==> src/rtl/ld_nn_phase_sequencer.sv <==
// Phase sequencer for direct-address loads and stores: LD r,(nn) / LD rr,(nn) / LD (nn),r / LD (nn),rr.
// Fetches the two operand bytes via PC, moves 1..2 data bytes at nn/nn+1, then hands back to M1.
module ld_nn_phase_sequencer #(
    parameter int DATA_BYTES = 1,
    parameter int XPT_W      = 4,
    parameter int XPT_BASE   = 3
) (
    input  logic             CLK,
    input  logic             notRESET,
    input  logic             start,
    input  logic             is_store,
    input  logic [15:0]      store_data,
    input  logic             abort,
    input  logic             mem_ready,
    input  logic [7:0]       mem_data_in,
    output logic             addr_sel_pc,
    output logic [15:0]      addr_out,
    output logic             mem_rd,
    output logic             mem_wr,
    output logic [7:0]       mem_data_out,
    output logic             pc_incr,
    output logic [XPT_W-1:0] xpt,
    output logic             busy,
    output logic             reg_write,
    output logic [15:0]      reg_data,
    output logic             set_cm1
);

    typedef enum logic [2:0] {
        IDLE,
        OPL,
        OPH,
        XFER,
        DONE
    } state_t;

    localparam logic [XPT_W-1:0] XPT_OPL   = XPT_W'(XPT_BASE);
    localparam logic [XPT_W-1:0] XPT_OPH   = XPT_W'(XPT_BASE + 1);
    localparam logic [XPT_W-1:0] XPT_XFER0 = XPT_W'(XPT_BASE + 2);
    localparam logic [XPT_W-1:0] XPT_DONE  = XPT_W'(XPT_BASE + 2 + DATA_BYTES);
    localparam logic             LAST_IDX  = (DATA_BYTES == 2) ? 1'b1 : 1'b0;

    state_t      state;
    logic        byte_idx;
    logic [7:0]  nn_lo;
    logic        store_flag;
    logic [15:0] store_word;
    logic [7:0]  load_lo;

    // The PC only advances when an operand byte is actually accepted; abort suppresses it.
    assign pc_incr = ((state == OPL) || (state == OPH)) && mem_ready && !abort;

    // All other outputs are registered and set up for the state being entered.
    always_ff @(posedge CLK or negedge notRESET) begin
        if (!notRESET) begin
            state        <= IDLE;
            byte_idx     <= 1'b0;
            nn_lo        <= 8'h00;
            store_flag   <= 1'b0;
            store_word   <= 16'h0000;
            load_lo      <= 8'h00;
            addr_sel_pc  <= 1'b0;
            addr_out     <= 16'h0000;
            mem_rd       <= 1'b0;
            mem_wr       <= 1'b0;
            mem_data_out <= 8'h00;
            xpt          <= '0;
            busy         <= 1'b0;
            reg_write    <= 1'b0;
            reg_data     <= 16'h0000;
            set_cm1      <= 1'b0;
        end else if ((state != IDLE) && abort) begin
            state        <= IDLE;
            byte_idx     <= 1'b0;
            addr_sel_pc  <= 1'b0;
            addr_out     <= 16'h0000;
            mem_rd       <= 1'b0;
            mem_wr       <= 1'b0;
            mem_data_out <= 8'h00;
            xpt          <= '0;
            busy         <= 1'b0;
            reg_write    <= 1'b0;
            set_cm1      <= 1'b0;
        end else begin
            case (state)
                IDLE: begin
                    if (start && !abort) begin
                        store_flag  <= is_store;
                        store_word  <= store_data;
                        state       <= OPL;
                        xpt         <= XPT_OPL;
                        addr_sel_pc <= 1'b1;
                        mem_rd      <= 1'b1;
                        busy        <= 1'b1;
                    end
                end
                OPL: begin
                    if (mem_ready) begin
                        nn_lo <= mem_data_in;
                        state <= OPH;
                        xpt   <= XPT_OPH;
                    end
                end
                OPH: begin
                    if (mem_ready) begin
                        addr_out     <= {mem_data_in, nn_lo};
                        byte_idx     <= 1'b0;
                        state        <= XFER;
                        xpt          <= XPT_XFER0;
                        addr_sel_pc  <= 1'b0;
                        mem_rd       <= !store_flag;
                        mem_wr       <= store_flag;
                        mem_data_out <= store_flag ? store_word[7:0] : 8'h00;
                    end
                end
                XFER: begin
                    if (mem_ready) begin
                        if (byte_idx == LAST_IDX) begin
                            state        <= DONE;
                            xpt          <= XPT_DONE;
                            addr_out     <= 16'h0000;
                            mem_rd       <= 1'b0;
                            mem_wr       <= 1'b0;
                            mem_data_out <= 8'h00;
                            set_cm1      <= 1'b1;
                            if (!store_flag) begin
                                reg_write <= 1'b1;
                                if (DATA_BYTES == 1) begin
                                    reg_data <= {8'h00, mem_data_in};
                                end else begin
                                    reg_data <= {mem_data_in, load_lo};
                                end
                            end
                        end else begin
                            // Address wraps naturally from 0xFFFF to 0x0000.
                            load_lo      <= mem_data_in;
                            byte_idx     <= 1'b1;
                            addr_out     <= addr_out + 16'd1;
                            xpt          <= xpt + XPT_W'(1);
                            mem_data_out <= store_flag ? store_word[15:8] : 8'h00;
                        end
                    end
                end
                DONE: begin
                    state     <= IDLE;
                    xpt       <= '0;
                    busy      <= 1'b0;
                    reg_write <= 1'b0;
                    set_cm1   <= 1'b0;
                end
                default: begin
                    state <= IDLE;
                    xpt   <= '0;
                    busy  <= 1'b0;
                end
            endcase
        end
    end

endmodule

==> config.mk <==
export PLATFORM = sky130hd
export DESIGN_NAME = ld_nn_phase_sequencer
export DESIGN_NICKNAME = d
export VERILOG_FILES = /design/src/rtl/ld_nn_phase_sequencer.sv
export SDC_FILE = /design/constraint.sdc
export NUM_CORES = 1
export LEC_CHECK = 0
export BUFFER_PORTS_ARGS = -buffer_cell sky130_fd_sc_hd__buf_2
export CORE_MARGIN = 3
export CORE_UTILIZATION = 54
export CTS_BUF_LIST = sky130_fd_sc_hd__clkbuf_16
export DETAILED_ROUTE_END_ITERATION = 10
export HOLD_SLACK_MARGIN = 0.1
export PLACE_DENSITY_LB_ADDON = 0.08
export SLEW_MARGIN = 20
export SYNTH_ARGS = -nofsm -noshare
export SYNTH_HDL_FRONTEND = slang
export SYNTH_SLANG_ARGS = --single-unit
==> constraint.sdc <==
create_clock -name CLK -period 2.6 [get_ports CLK]
set_clock_uncertainty 0.2 [all_clocks]
set_input_delay 0.52 -clock CLK [delete_from_list [all_inputs] [get_ports CLK]]
set_output_delay 0.52 -clock CLK [all_outputs]
set_load 0.02 [all_outputs]
# Word level (Yosys, flattened, before mapping)

Index checks and enable logic that the tools add are counted.

Add/subtract/negate cells: 2
Multiply operators: 0
Divide/modulo/power cells: 0
$lt $le $gt $ge: 0
Equality and inequality tests: 11
Shift-type cells: 0
Multiplexer cells: 53
Bitwise gates (word level): 3
Reductions and logical operators: 26

Operator list:

| kind                                                | count |
|---|---|
| 2-to-1 mux 16 bit                                   | 4 |
| 2-to-1 mux 8 bit                                    | 6 |
| case mux 16 bit (2 select lines)                    | 1 |
| 2-to-1 mux 4 bit                                    | 6 |
| 2-to-1 mux 1 bit                                    | 20 |
| 2-to-1 mux 3 bit                                    | 6 |
| adder 16 x 1 -> 16 bit, second input constant       | 1 |
| case mux 4 bit (4 select lines)                     | 1 |
| case mux 8 bit (2 select lines)                     | 1 |
| AND reduction 3 bit                                 | 5 |
| AND reduction 5 bit                                 | 3 |
| != test 3 bit, second input constant                | 4 |
| case mux 1 bit (2 select lines)                     | 6 |
| case mux 3 bit (4 select lines)                     | 1 |
| AND reduction 4 bit                                 | 3 |
| nonzero test 3 bit                                  | 4 |
| equality test 3 x 2 -> 1 bit, second input constant | 2 |
| != test 3 x 2 -> 1 bit, second input constant       | 2 |
| adder 4 x 1 -> 4 bit, second input constant         | 1 |
| logical AND 1 bit                                   | 4 |
| nonzero test 4 bit                                  | 1 |
| equality test 3 x 1 -> 1 bit, second input constant | 1 |
| equality test 3 bit, second input constant          | 1 |
| logical NOT 3 bit                                   | 1 |
| other kinds (7)                                     | 10 |

Flip-flop bits (word level): 71
Bits in latches: 0
Bits in writable memories: 0
Bits in read-only memories: 0
Input bits: 30
Word-level logic and storage cells: 110
Memories: 0

# Logic depth before layout (Yosys ltp)

Depth after elaboration: 5
Depth in mapped cells: 6
Gate-level depth less buffers: 4

# Least setup slack after synthesis

Ideal clock, no wire load.

Path kind: reg-to-output
Start: register state[2]
End: output port pc_incr
Arrival: 1.430 ns
Path slack: 0.450 ns
Stages on the path, launching flop included: 4
Path buffers: 2
Path through: dfrtp_1 > buf_4 > clkbuf_1 > nor4_1

Word-level cells in the longest chain between the ends: 4

RTL lines:

| what                                                                                | line | source |
|---|---|---|
| start, declared                                                                     | 43   | `state_t state;` |
| start signal, assigned                                                              | 56   | `state <= IDLE;` |
| start signal, assigned                                                              | 73   | `state <= IDLE;` |
| start signal, assigned                                                              | 90   | `state <= OPL;` |
| equality test 3 x 1 -> 1 bit / equality test 3 x 2 -> 1 bit (equally long branches) | 51   | `assign pc_incr = ((state == OPL) \|\| (state == OPH)) && mem_ready && !abort;` |
| logical OR 1 bit (*)                                                                | 51   |  |
| logical AND 1 bit (*) (2 in a row)                                                  | 51   |  |
| end, declared                                                                       | 21   | `output logic pc_incr,` |

Every way passes the cells marked *; elsewhere a longest branch is shown, timed or not.

# Final worst setup path

Start: register state[1]
End: output port pc_incr

Same word-level chain as after synthesis.

==> results.py <==
metrics = {
    "worst_setup_path": {
        "cp_top_family": "flip-flops",
        "cp-start-kind": "flop",
        "worstPathCellList": "xnor2_1, nor4_1, buf_2",
        "critPathKind": "flop to output port",
        "worst_setup_path_end_kind": "output port",
        "critPathArrivalTime_ns": 1.60,
        "cp_slowest_cell": "dfrtp_1",
        "cpPeakStageDelay_ns": 0.72,
        "crit_fanout": 13,
        "cp.buffers_inverters": 1,
        "crit_required_ns": 1.88,
    },
    "yosys": {
        "synth_area_leader_cell": "dfrtp_1",
        "yosysTopAreaCellShare": 0.593,
        "ys_seq_area_frac": 0.593,
        "yosysMostFrequentCell": "dfrtp_1",
        "synth-edff-count": 0,
        "yosys.cell_types.count": 32,
        "yosys-top-cells-area": "dfrtp_1 59%, mux2_2 12%, a22o_1 8.3%, buf_4 4.4%, nor4_4 1.7%",
        "yosysWarnings": 0,
        "syn_inst": 187,
        "async_flop_share": 1.00,
        "synth_area_sq_mm": 0.00253,
        "synth.top_cells.by_count": "60 x dfrtp_1, 27 x mux2_2, 24 x a22o_1",
        "ys_ff_latch": 60,
        "synth_flop_cell": "dfrtp_1",
        "synth_area_per_cell_sq_um": 13.5,
    },
    "cts": {
        "cts_setup_buffers": 0,
        "htree_levels": 3,
        "cts_buffer_depth": 2,
        "cts.clk_slew.worst_paths_ns": 0.05,
        "clkSinkCount": 60,
        "cts_resized": 0,
        "cts_hold_buf": 0,
        "cts_root_buffer": "clkbuf_16",
        "cts_buffers": 9,
        "cts_tree": "yes",
        "clock_latency_ns": 0.32,
    },
    "detailed_routing": {
        "routed.top_layer": "met4",
        "drc": 0,
        "avgViaCountPerCell": 5.47,
        "dr_wl_met2_um": 2190,
        "wirelength_um": 4830,
        "drt-met1-wl_um": 2280,
        "first_pass_iters": 4,
        "met3_length_um": 274,
        "vias": 1706,
        "wl_per_cell_um": 15.5,
        "drtIter0Drc": 133,
        "antenna_left": 0,
    },
    "sta": {
        "layout_min_cycle_time_ns": 2.32,
        "fin_ws_ns": 0.278,
        "tightest_slew_ns": 0.730,
        "slew_headroom": 0.513,
        "fmax_ghz": 0.431,
        "maxSlewViolCount": 0,
        "rsz0062_at_grt": "false",
        "final_hold_viol_count": 0,
        "setup_viol": 0,
        "fin_tns_setup_ns": 0,
        "min_period_over_period": 0.893,
    },
    "power": {
        "clkPwrFrac": 0.374,
        "power_density_mw_per_mm2": 842,
        "power_frac_seq": 0.449,
        "power_leakage_nw": 1.60,
        "p_int_mw": 1.91,
        "switchingPower_mw": 0.717,
        "total_power_mw": 2.62,
        "vdd_ir_drop_max_mv": 0.577,
        "p_comb_frac": 0.177,
        "p_sw_frac": 0.273,
    },
    "outcome": {
        "outcome": "finished clean",
    },
    "die": {
        "fp.dieH_um": 74.5,
        "die_w_um": 74.5,
        "ioPinCount": 81,
        "initial_core_util": 0.570,
        "die-area_sq_mm": 0.00555,
        "coreArea_sq_mm": 0.00444,
        "fp-row-count": 24,
    },
    "grt": {
        "grt_first_pass_wirelength_um": 7670,
        "antenna_found_initial": 0,
        "track_usage": 0.187,
        "grt_pass1_vias": 1573,
        "overflow": 0,
        "grt_max_degree": 61,
    },
    "place": {
        "place_congestion": 0.810,
        "port_buffers": 63,
        "dp_hpwl_um": 3200,
        "dp_slack_ns": 0.412,
    },
    "final_layout": {
        "fin_nets": 287,
        "diodes": 0,
        "syn2layout_area_growth_pct": 23.1,
        "final_layout_size_suffix_gt1_frac": 0.458,
    },
    "flow_run": {
        "cap_violations": 0,
    },
    "min_path": {
        "hp-class": "input port to async pin",
    },
}
-- registers in the layout, summed over array words and instances (netlist names) --
| name | count |
|---|---|
| addr_out | 16 |
| state | 3 |
| xpt | 2 |
| mem_rd | 1 |
| set_cm1 | 1 |
| reg_write | 1 |
| mem_data_out | 8 |
| nn_lo | 8 |
| addr_sel_pc | 1 |
| store_word | 8 |
| mem_wr | 1 |
| busy | 1 |
| reg_data | 8 |
| store_flag | 1 |
-- kinds of logic (layout without fill, tap and decap cells) --
logic type	after synthesis	count (layout)	synth area share
AO/OA/AOI/OAI	43	43	0.129
XOR/XNOR	2	2	0.00692
other	1	9	0.00148
flip-flops	60	60	0.593
multiplexers	27	27	0.120
AND/OR/NAND/NOR	30	30	0.0879
buffers and inverters	24	89	0.0618
-- worst paths after layout --
| kind | startpoint | end | slack (ns) | cells after the start |
|---|---|---|---|---|
| worst max register to register | state[1] | reg_data[4] | 0.49 | 3 |
| min in group CLK | store_data[6] | store_word[6] | 0.23 | 2 |
| worst min register to register | nn_lo[1] | addr_out[1] | 0.28 | 1 |
| max in group asynchronous | notRESET | mem_data_out[3] | 1.57 | 2 |
| worst min-delay path | notRESET | xpt[2] | 0.16 | 2 |
| worst max-delay path | state[1] | pc_incr | 0.28 | 3 |
-- area by class of cell --
type	instances	area, sq um
clock buffers	9	225
flip-flops and latches	60	1500
clock inverters	5	22.5
multi-input cells	111	916
well taps	52	65.1
inverters	5	18.8
repair buffers	70	368
fillers	345	1330
-- placed cells by master (no fill, tap or decap), types with 5 or more instances in the layout --
cell       instances
conb_1             9
buf_4              7
dfrtp_1           60
nor2_1             6
a22o_1            24
inv_1              5
clkbuf_16          9
mux2_2            27
buf_2             63
o21ai_0            8
nand2_1            7
-- routing by layer --
layer,track usage,vias up
met5,0,-
met4,0.101,0
met3,0.0473,7
met2,0.256,64
met1,0.271,838
li1,-,797
-- stage by stage --
step | util | hold WS [ns] | instances | area (sq um)
finish | 0.701 | 0.157 | 312 | 3120
global route | 0.701 | 0.205 | 312 | 3120
floorplan | - | 0.0244 | 195 | 2560
global placement | 0.643 | 0.266 | 298 | 2860
detailed placement | 0.646 | 0.275 | 298 | 2870
CTS | 0.701 | 0.174 | 312 | 3120
-- power groups by stage --
stage / combinational, mW / clock (mW) / sequential [mW]
2_1_floorplan: 0.250 / 0 / 1.26
3_3_place_gp: 0.457 / 0 / 1.19
6_report: 0.465 / 0.981 / 1.18
3_5_place_dp: 0.472 / 0 / 1.19
5_1_grt: 0.510 / 1.04 / 1.20
4_1_cts: 0.472 / 1.00 / 1.18
No activity file was read; power rests on OpenSTA's default activity.
